==> config.mk <==
export PLATFORM = sky130hd
export DESIGN_NAME = pattern_sequencer
export DESIGN_NICKNAME = d
export VERILOG_FILES = /design/src/rtl/pattern_pkg.sv /design/src/rtl/key_debouncer.sv /design/src/rtl/pattern_sequencer.sv
export SDC_FILE = /design/constraint.sdc
export NUM_CORES = 1
export LEC_CHECK = 0
export CORE_MARGIN = 1
export CORE_UTILIZATION = 54
export DETAILED_ROUTE_END_ITERATION = 10
export GPL_ROUTABILITY_DRIVEN = 0
export PLACE_DENSITY_LB_ADDON = 0.25
export SYNTH_ARGS = -nofsm -noshare
export SYNTH_HDL_FRONTEND = slang
export SYNTH_SLANG_ARGS = --single-unit
==> constraint.sdc <==
create_clock -name clk_pixel -period 3.7 [get_ports clk_pixel]
set_input_delay 0.74 -clock clk_pixel [delete_from_list [all_inputs] [get_ports clk_pixel]]
set_output_delay 0.74 -clock clk_pixel [all_outputs]
set_load 0.005 [all_outputs]
==> src/rtl/pattern_pkg.sv <==
// Shared types for the test-pattern sequencer: pattern indices and debounce FSM states.
package pattern_pkg;

  localparam int unsigned PATTERN_W  = 4;
  localparam int unsigned DBNC_CNT_W = 20;
  localparam int unsigned FC_W       = 8;

  typedef enum logic [PATTERN_W-1:0] {
    PatBlack,
    PatWhite,
    PatRed,
    PatGreen,
    PatBlue,
    PatGridS,
    PatGridL,
    PatHgrad,
    PatVgrad,
    PatHgradR,
    PatHgradG,
    PatHgradB,
    PatBars,
    PatXor
  } pattern_e;

  typedef enum logic [1:0] {
    StIdle,
    StPressWait,
    StPressed,
    StReleaseWait
  } dbnc_state_e;

  function automatic logic [PATTERN_W-1:0] next_pattern(input logic [PATTERN_W-1:0] sel,
                                                        input logic [PATTERN_W-1:0] last);
    return (sel == last) ? '0 : sel + 1'b1;
  endfunction

endpackage

==> src/rtl/key_debouncer.sv <==
// Synchronises the raw key and emits one press pulse per debounced press; holding or
// bouncing on release never produces another pulse.
module key_debouncer
  import pattern_pkg::*;
#(
  parameter int unsigned DEBOUNCE_CYCLES = 500000
) (
  input  logic clk_pixel,
  input  logic rst,
  input  logic key,
  output logic press
);

  localparam logic [DBNC_CNT_W-1:0] CntLast = DBNC_CNT_W'(DEBOUNCE_CYCLES - 1);

  if (DEBOUNCE_CYCLES < 2 || DEBOUNCE_CYCLES > (1 << DBNC_CNT_W)) begin : g_bad_dbnc
    $error("DEBOUNCE_CYCLES out of range");
  end

  logic                  key_meta_q;
  logic                  key_s_q;
  dbnc_state_e           state_q;
  logic [DBNC_CNT_W-1:0] cnt_q;
  logic                  press_q;

  always_ff @(posedge clk_pixel) begin
    if (rst) begin
      key_meta_q <= 1'b0;
      key_s_q    <= 1'b0;
    end else begin
      key_meta_q <= key;
      key_s_q    <= key_meta_q;
    end
  end

  // cnt restarts on every state change so each wait measures an unbroken stable run.
  always_ff @(posedge clk_pixel) begin
    if (rst) begin
      state_q <= StIdle;
      cnt_q   <= '0;
      press_q <= 1'b0;
    end else begin
      press_q <= 1'b0;
      case (state_q)
        StIdle: begin
          cnt_q <= '0;
          if (key_s_q) begin
            state_q <= StPressWait;
          end
        end
        StPressWait: begin
          if (!key_s_q) begin
            state_q <= StIdle;
            cnt_q   <= '0;
          end else if (cnt_q == CntLast) begin
            state_q <= StPressed;
            cnt_q   <= '0;
            press_q <= 1'b1;
          end else begin
            cnt_q <= cnt_q + 1'b1;
          end
        end
        StPressed: begin
          cnt_q <= '0;
          if (!key_s_q) begin
            state_q <= StReleaseWait;
          end
        end
        StReleaseWait: begin
          if (key_s_q) begin
            state_q <= StPressed;
            cnt_q   <= '0;
          end else if (cnt_q == CntLast) begin
            state_q <= StIdle;
            cnt_q   <= '0;
          end else begin
            cnt_q <= cnt_q + 1'b1;
          end
        end
        default: begin
          state_q <= StIdle;
          cnt_q   <= '0;
        end
      endcase
    end
  end

  assign press = press_q;

endmodule

==> src/rtl/pattern_sequencer.sv <==
// Turns debounced key presses into pattern advances applied only at frame start.
// Define PATTERN_AUTOCYCLE_EN to add the auto_en port and timed auto-cycling.
module pattern_sequencer
  import pattern_pkg::*;
#(
  parameter int unsigned NUM_PATTERNS    = 14,
  parameter int unsigned DEBOUNCE_CYCLES = 500000,
  parameter int unsigned AUTO_FRAMES     = 120
) (
  input  logic                 clk_pixel,
  input  logic                 rst,
  input  logic                 key,
  input  logic [9:0]           cx,
  input  logic [9:0]           cy,
`ifdef PATTERN_AUTOCYCLE_EN
  input  logic                 auto_en,
`endif
  output logic [PATTERN_W-1:0] pattern_sel,
  output logic                 pattern_changed
);

  localparam logic [PATTERN_W-1:0] SelLast = PATTERN_W'(NUM_PATTERNS - 1);

  if (NUM_PATTERNS < 2 || NUM_PATTERNS > (1 << PATTERN_W)) begin : g_bad_num
    $error("NUM_PATTERNS out of range");
  end

  logic press;

  key_debouncer #(
    .DEBOUNCE_CYCLES(DEBOUNCE_CYCLES)
  ) u_key_debouncer (
    .clk_pixel(clk_pixel),
    .rst      (rst),
    .key      (key),
    .press    (press)
  );

  // Frame start is the registered rising edge of the origin, so a raster that lingers
  // at (0,0) still yields a single pulse.
  logic origin;
  logic origin_q;
  logic frame_start_q;

  assign origin = (cx == '0) && (cy == '0);

  always_ff @(posedge clk_pixel) begin
    if (rst) begin
      origin_q      <= 1'b0;
      frame_start_q <= 1'b0;
    end else begin
      origin_q      <= origin;
      frame_start_q <= origin & ~origin_q;
    end
  end

  logic auto_hit;
  logic advance;
  logic pending_q;
  logic [PATTERN_W-1:0] sel_q;
  logic changed_q;

`ifdef PATTERN_AUTOCYCLE_EN
  localparam logic [FC_W-1:0] FcLast = FC_W'(AUTO_FRAMES - 1);

  if (AUTO_FRAMES < 1 || AUTO_FRAMES > (1 << FC_W)) begin : g_bad_auto
    $error("AUTO_FRAMES out of range");
  end

  logic [FC_W-1:0] fc_q;

  assign auto_hit = auto_en && (fc_q == FcLast);

  // Any advance restarts the frame count so auto-cycling never fires right after a
  // manual step.
  always_ff @(posedge clk_pixel) begin
    if (rst || !auto_en) begin
      fc_q <= '0;
    end else if (advance) begin
      fc_q <= '0;
    end else if (frame_start_q) begin
      fc_q <= fc_q + 1'b1;
    end
  end
`else
  assign auto_hit = 1'b0;
`endif

  assign advance = frame_start_q & (pending_q | press | auto_hit);

  always_ff @(posedge clk_pixel) begin
    if (rst) begin
      pending_q <= 1'b0;
      sel_q     <= '0;
      changed_q <= 1'b0;
    end else begin
      changed_q <= advance;
      if (advance) begin
        pending_q <= 1'b0;
        sel_q     <= next_pattern(sel_q, SelLast);
      end else if (press) begin
        pending_q <= 1'b1;
      end
    end
  end

  assign pattern_sel     = sel_q;
  assign pattern_changed = changed_q;

endmodule

==> out/metrics.sh <==
STATUS='finished, final reports clean'
FIRST_GLOBAL_VIAS=1139
FINALCRITPERIODSHARE_PCT=58.62
HOLD_END='frame_start_q$_SDFF_PP0_'
SYNTH_TOP_AREA_SHARE_PCT=45.87
GRTUSAGETOTAL_PCT=24.14
SYNTH_ENABLE_FLOP_CELLS=0
POWER.IR.VDD_WORST_mV=0.3109
OVERFLOW=0
FLOORPLAN.ROWS=18
ANTENNA_VIOLATIONS_BEFORE_REPAIR=0
PLACEABLE_CORE_AREA_UM2=2500
PLACE.DETAILED.HPWL_UM=2116
TIMING.HOLD.WORST.CLASS='flip-flop to flip-flop'
IO-PIN-COUNT=28
TIMING.FINAL.CRIT_PERIOD_NS=2.169
WHS_PATH_DEPTH=1
SHARE_OF_FLIP_FLOPS_WITH_AN_ASYNCHRONOUS_SET_OR_RESET_AFTER_SYNTHESIS_PCT=0
FMAXACHIEVABLE_GHz=0.4611
DRT_DRC_VIOLATIONS_LEFT=0
NUMCTSBUFFERS=5
DIEHEIGHT_UM=53.64
GRT_START_MAX_NET_PINS=19
R2R_SETUP_SLK_NS=1.53
FINAL.SETUP_SKEW_NS=0.005040
YS_SEQ_AREA_SHARE_PCT=45.87
SYNTHCELLS=160
CRITICAL_PATH.MAX_FANOUT=18
CLK_ROOT_BUFFER_CELL='clkbuf_4'
FRACTION_OF_LAYOUT_INSTANCES_USING_A_DRIVE_STRENGTH_ABOVE_1_PCT=5.236
ANTENNA_CELLS=0
DRV.MAX_CAP_VIOLATION_COUNT=0
DRT_PASS_1_ITERS=4
AREA_OF_THE_MAPPED_NETLIST_UM2=1440
H-TREE-DEPTH=2
CRITICAL_PATH_CLASS='flip-flop to flip-flop'
HP-START='origin_q$_SDFF_PP0_'
WORST_EP_REQUIRED_TIME_NS=3.91
STATIC_LEAK_nW=0.5534
RR_STARTPOINT='u_key_debouncer.cnt_q[9]$_SDFF_PP0_'
FINISH.NET_COUNT=214
DIE_AREA_UM2=2877
CTS_SINKS=33
POSTCTSRESIZEDCELLS=0
TIMING.SLEW.HEADROOM_PCT=65.09
DIE_WIDTH_UM=53.64
CLOCK_TREE_FROM_TRITONCTS='yes'
REG2REG_DEPTH=4
VIA_COUNT=1251
PLACEMENT.IO_BUFFERS=27
WORSTSETUPSTARTPOINTTYPE='flip-flop'
VIAS_PER_CELL=5.661
SYNTH_WARNINGS=0
SETUP_VIOL=0
FINAL_CORE_UTILIZATION_PCT=71.72
DETAIL_ROUTE.WIRELENGTH_UM=2880
YS_TYPES=34
TIMING.RR.END='u_key_debouncer.cnt_q[16]$_SDFF_PP0_'
SYNTH.TOP_CELLS.BY_AREA='dfxtp_1 46%, xnor2_1 7.9%, nor2_1 6.5%, nor3_1 3.5%, nor4_1 3.5%'
SYN_AVG_CELL_AREA_UM2=9.001
MOST_COMMON_FLOP_CELL_MAPPED_BY_YOSYS='dfxtp_1'
SYNTHESIS.NETS=184
POWERDENSITY_nW_PER_UM2=344.6
FINAL_HOLD_VIOL_COUNT=0
CLOCK_TREE.BUFFER_DEPTH=2
TIMING_WORST_SLEW_PIN_VALUE_NS=0.5226
DRT-WIRELENGTH-PER-CELL_UM=13.03
SETUP_BUFFERS_AFTER_CTS=0
YOSYSTOPAREACELL='dfxtp_1'
FIRST_ITER_VIOLATIONS=29
CLK_LATENCY_NS=0.34
CP_DATA_ARRIVAL_TIME_NS=2.38
CTSHOLDBUFFERS=0
RSZ_0062_RAISED_AFTER_GLOBAL_ROUTING='false'
CRITICAL_PATH.ENDPOINT_TYPE='flip-flop'
FINALMAXSLEWVIOLATIONS=0
AREA_DELTA_SYNTH_FINAL_PCT=24.50
YOSYS_REGISTER_BITS=33
FLOORPLAN.INITIALDENSITY_PCT=57.61
MOSTFREQUENTLAYOUTCELL='dfxtp_1'
MOST-COMMON-LAYOUT-CELLS='33 x dfxtp_1, 27 x clkdlybuf4s50_1, 25 x nor2_1'
SETUP_TOTAL_NEGATIVE_SLACK_NS=0
FIRST_PASS_GRT_WIRE_LENGTH_UM=4788
CTS.REPORTEDPATHS.CLKPINSLEW_NS=0.10
DRT.ANTENNA.VIOLATING_NETS=0
-- worst max path at each step --
stage,from,endpoint,slack [ns]
6_report,u_key_debouncer.cnt_q[9]$_SDFF_PP0_,u_key_debouncer.cnt_q[16]$_SDFF_PP0_,1.53
5_1_grt,u_key_debouncer.cnt_q[9]$_SDFF_PP0_,u_key_debouncer.cnt_q[16]$_SDFF_PP0_,1.45
4_1_cts,u_key_debouncer.cnt_q[9]$_SDFF_PP0_,u_key_debouncer.cnt_q[16]$_SDFF_PP0_,1.55
3_5_place_dp,rst,u_key_debouncer.cnt_q[8]$_SDFF_PP0_,1.26
3_3_place_gp,rst,u_key_debouncer.cnt_q[18]$_SDFF_PP0_,1.37
2_1_floorplan,u_key_debouncer.cnt_q[9]$_SDFF_PP0_,flip-flop,1.76
-- sequential cells by signal, summed over array words and instances (netlist names), named ones only --
name and flops:
u_key_debouncer.press 1, u_key_debouncer.key_meta_q 1, u_key_debouncer.cnt_q 20, pattern_sel 4
pattern_changed 1, u_key_debouncer.state_q 1, pending_q 1, frame_start_q 1
origin_q 1, u_key_debouncer.key_s_q 1
-- cell type report --
type                       count  area (µm²)
clock inverter                 1       5.005
tap                           30       37.54
multi-input combinational    118       735.7
clock buffer                   7       65.06
timing repair buffer          27       270.3
fill                         202       706.9
sequential                    33       660.6
inverter                       5       18.77
-- synth_stat cells (4+ instances only) --
cell type / instances
a21oi_1: 5
nor4_1: 8
nor2b_1: 4
dfxtp_1: 33
xor2_1: 4
nand2_1: 7
or4_1: 4
nand4_1: 6
nor2_1: 25
nand3_1: 9
nor3_1: 10
xnor2_1: 13
inv_1: 5
-- power breakdown --
group          switching [W]  total (W)  internal, W  leakage, nW
Combinational     0.00000666  0.0000287    0.0000220        0.246
Clock               0.000122   0.000232     0.000110       0.0413
Sequential       0.000000815   0.000357     0.000356        0.266
Total               0.000129   0.000618     0.000488        0.553
-- worst max-delay path, stage by stage (launching register included) --
cell and delay [ns]:
dfxtp_1 0.38, or4_1 0.54, or4_1 0.55, o21ai_4 0.45, nor2_1 0.12
-- kinds of logic (layout without fill, tap and decap cells) --
| kind of cell | count (synthesis) | count (layout) | synth area share, % |
|---|---|---|---|
| xor+xnor | 17 | 17 | 10.34 |
| fa+ha+maj | 1 | 1 | 0.8687 |
| simple gates | 86 | 86 | 32.15 |
| mux | 2 | 2 | 1.390 |
| buf+inv | 9 | 40 | 3.040 |
| flops | 33 | 33 | 45.87 |
| compound gates | 12 | 12 | 6.342 |
-- metrics by stage --
step	instance area [µm²]	power, W	setup slack, ns	instances	hold slack (ns)
floorplan	1440	0.0003697	1.758	160	0.3674
global placement	1723	0.0003931	1.371	213	0.3782
detailed placement	1723	0.0003939	1.261	213	0.3810
CTS	1793	0.0006247	1.545	221	0.3971
global route	1793	0.0006439	1.449	221	0.4083
finish	1793	0.0006178	1.531	221	0.3925
-- routing by layer --
layer	track usage [%]	wire length, µm
met3	9.040	95
met4	15.79	68
met1	24.30	1231
met2	41.46	1484
met5	0	0
No activity file was read; power rests on OpenSTA's default activity.
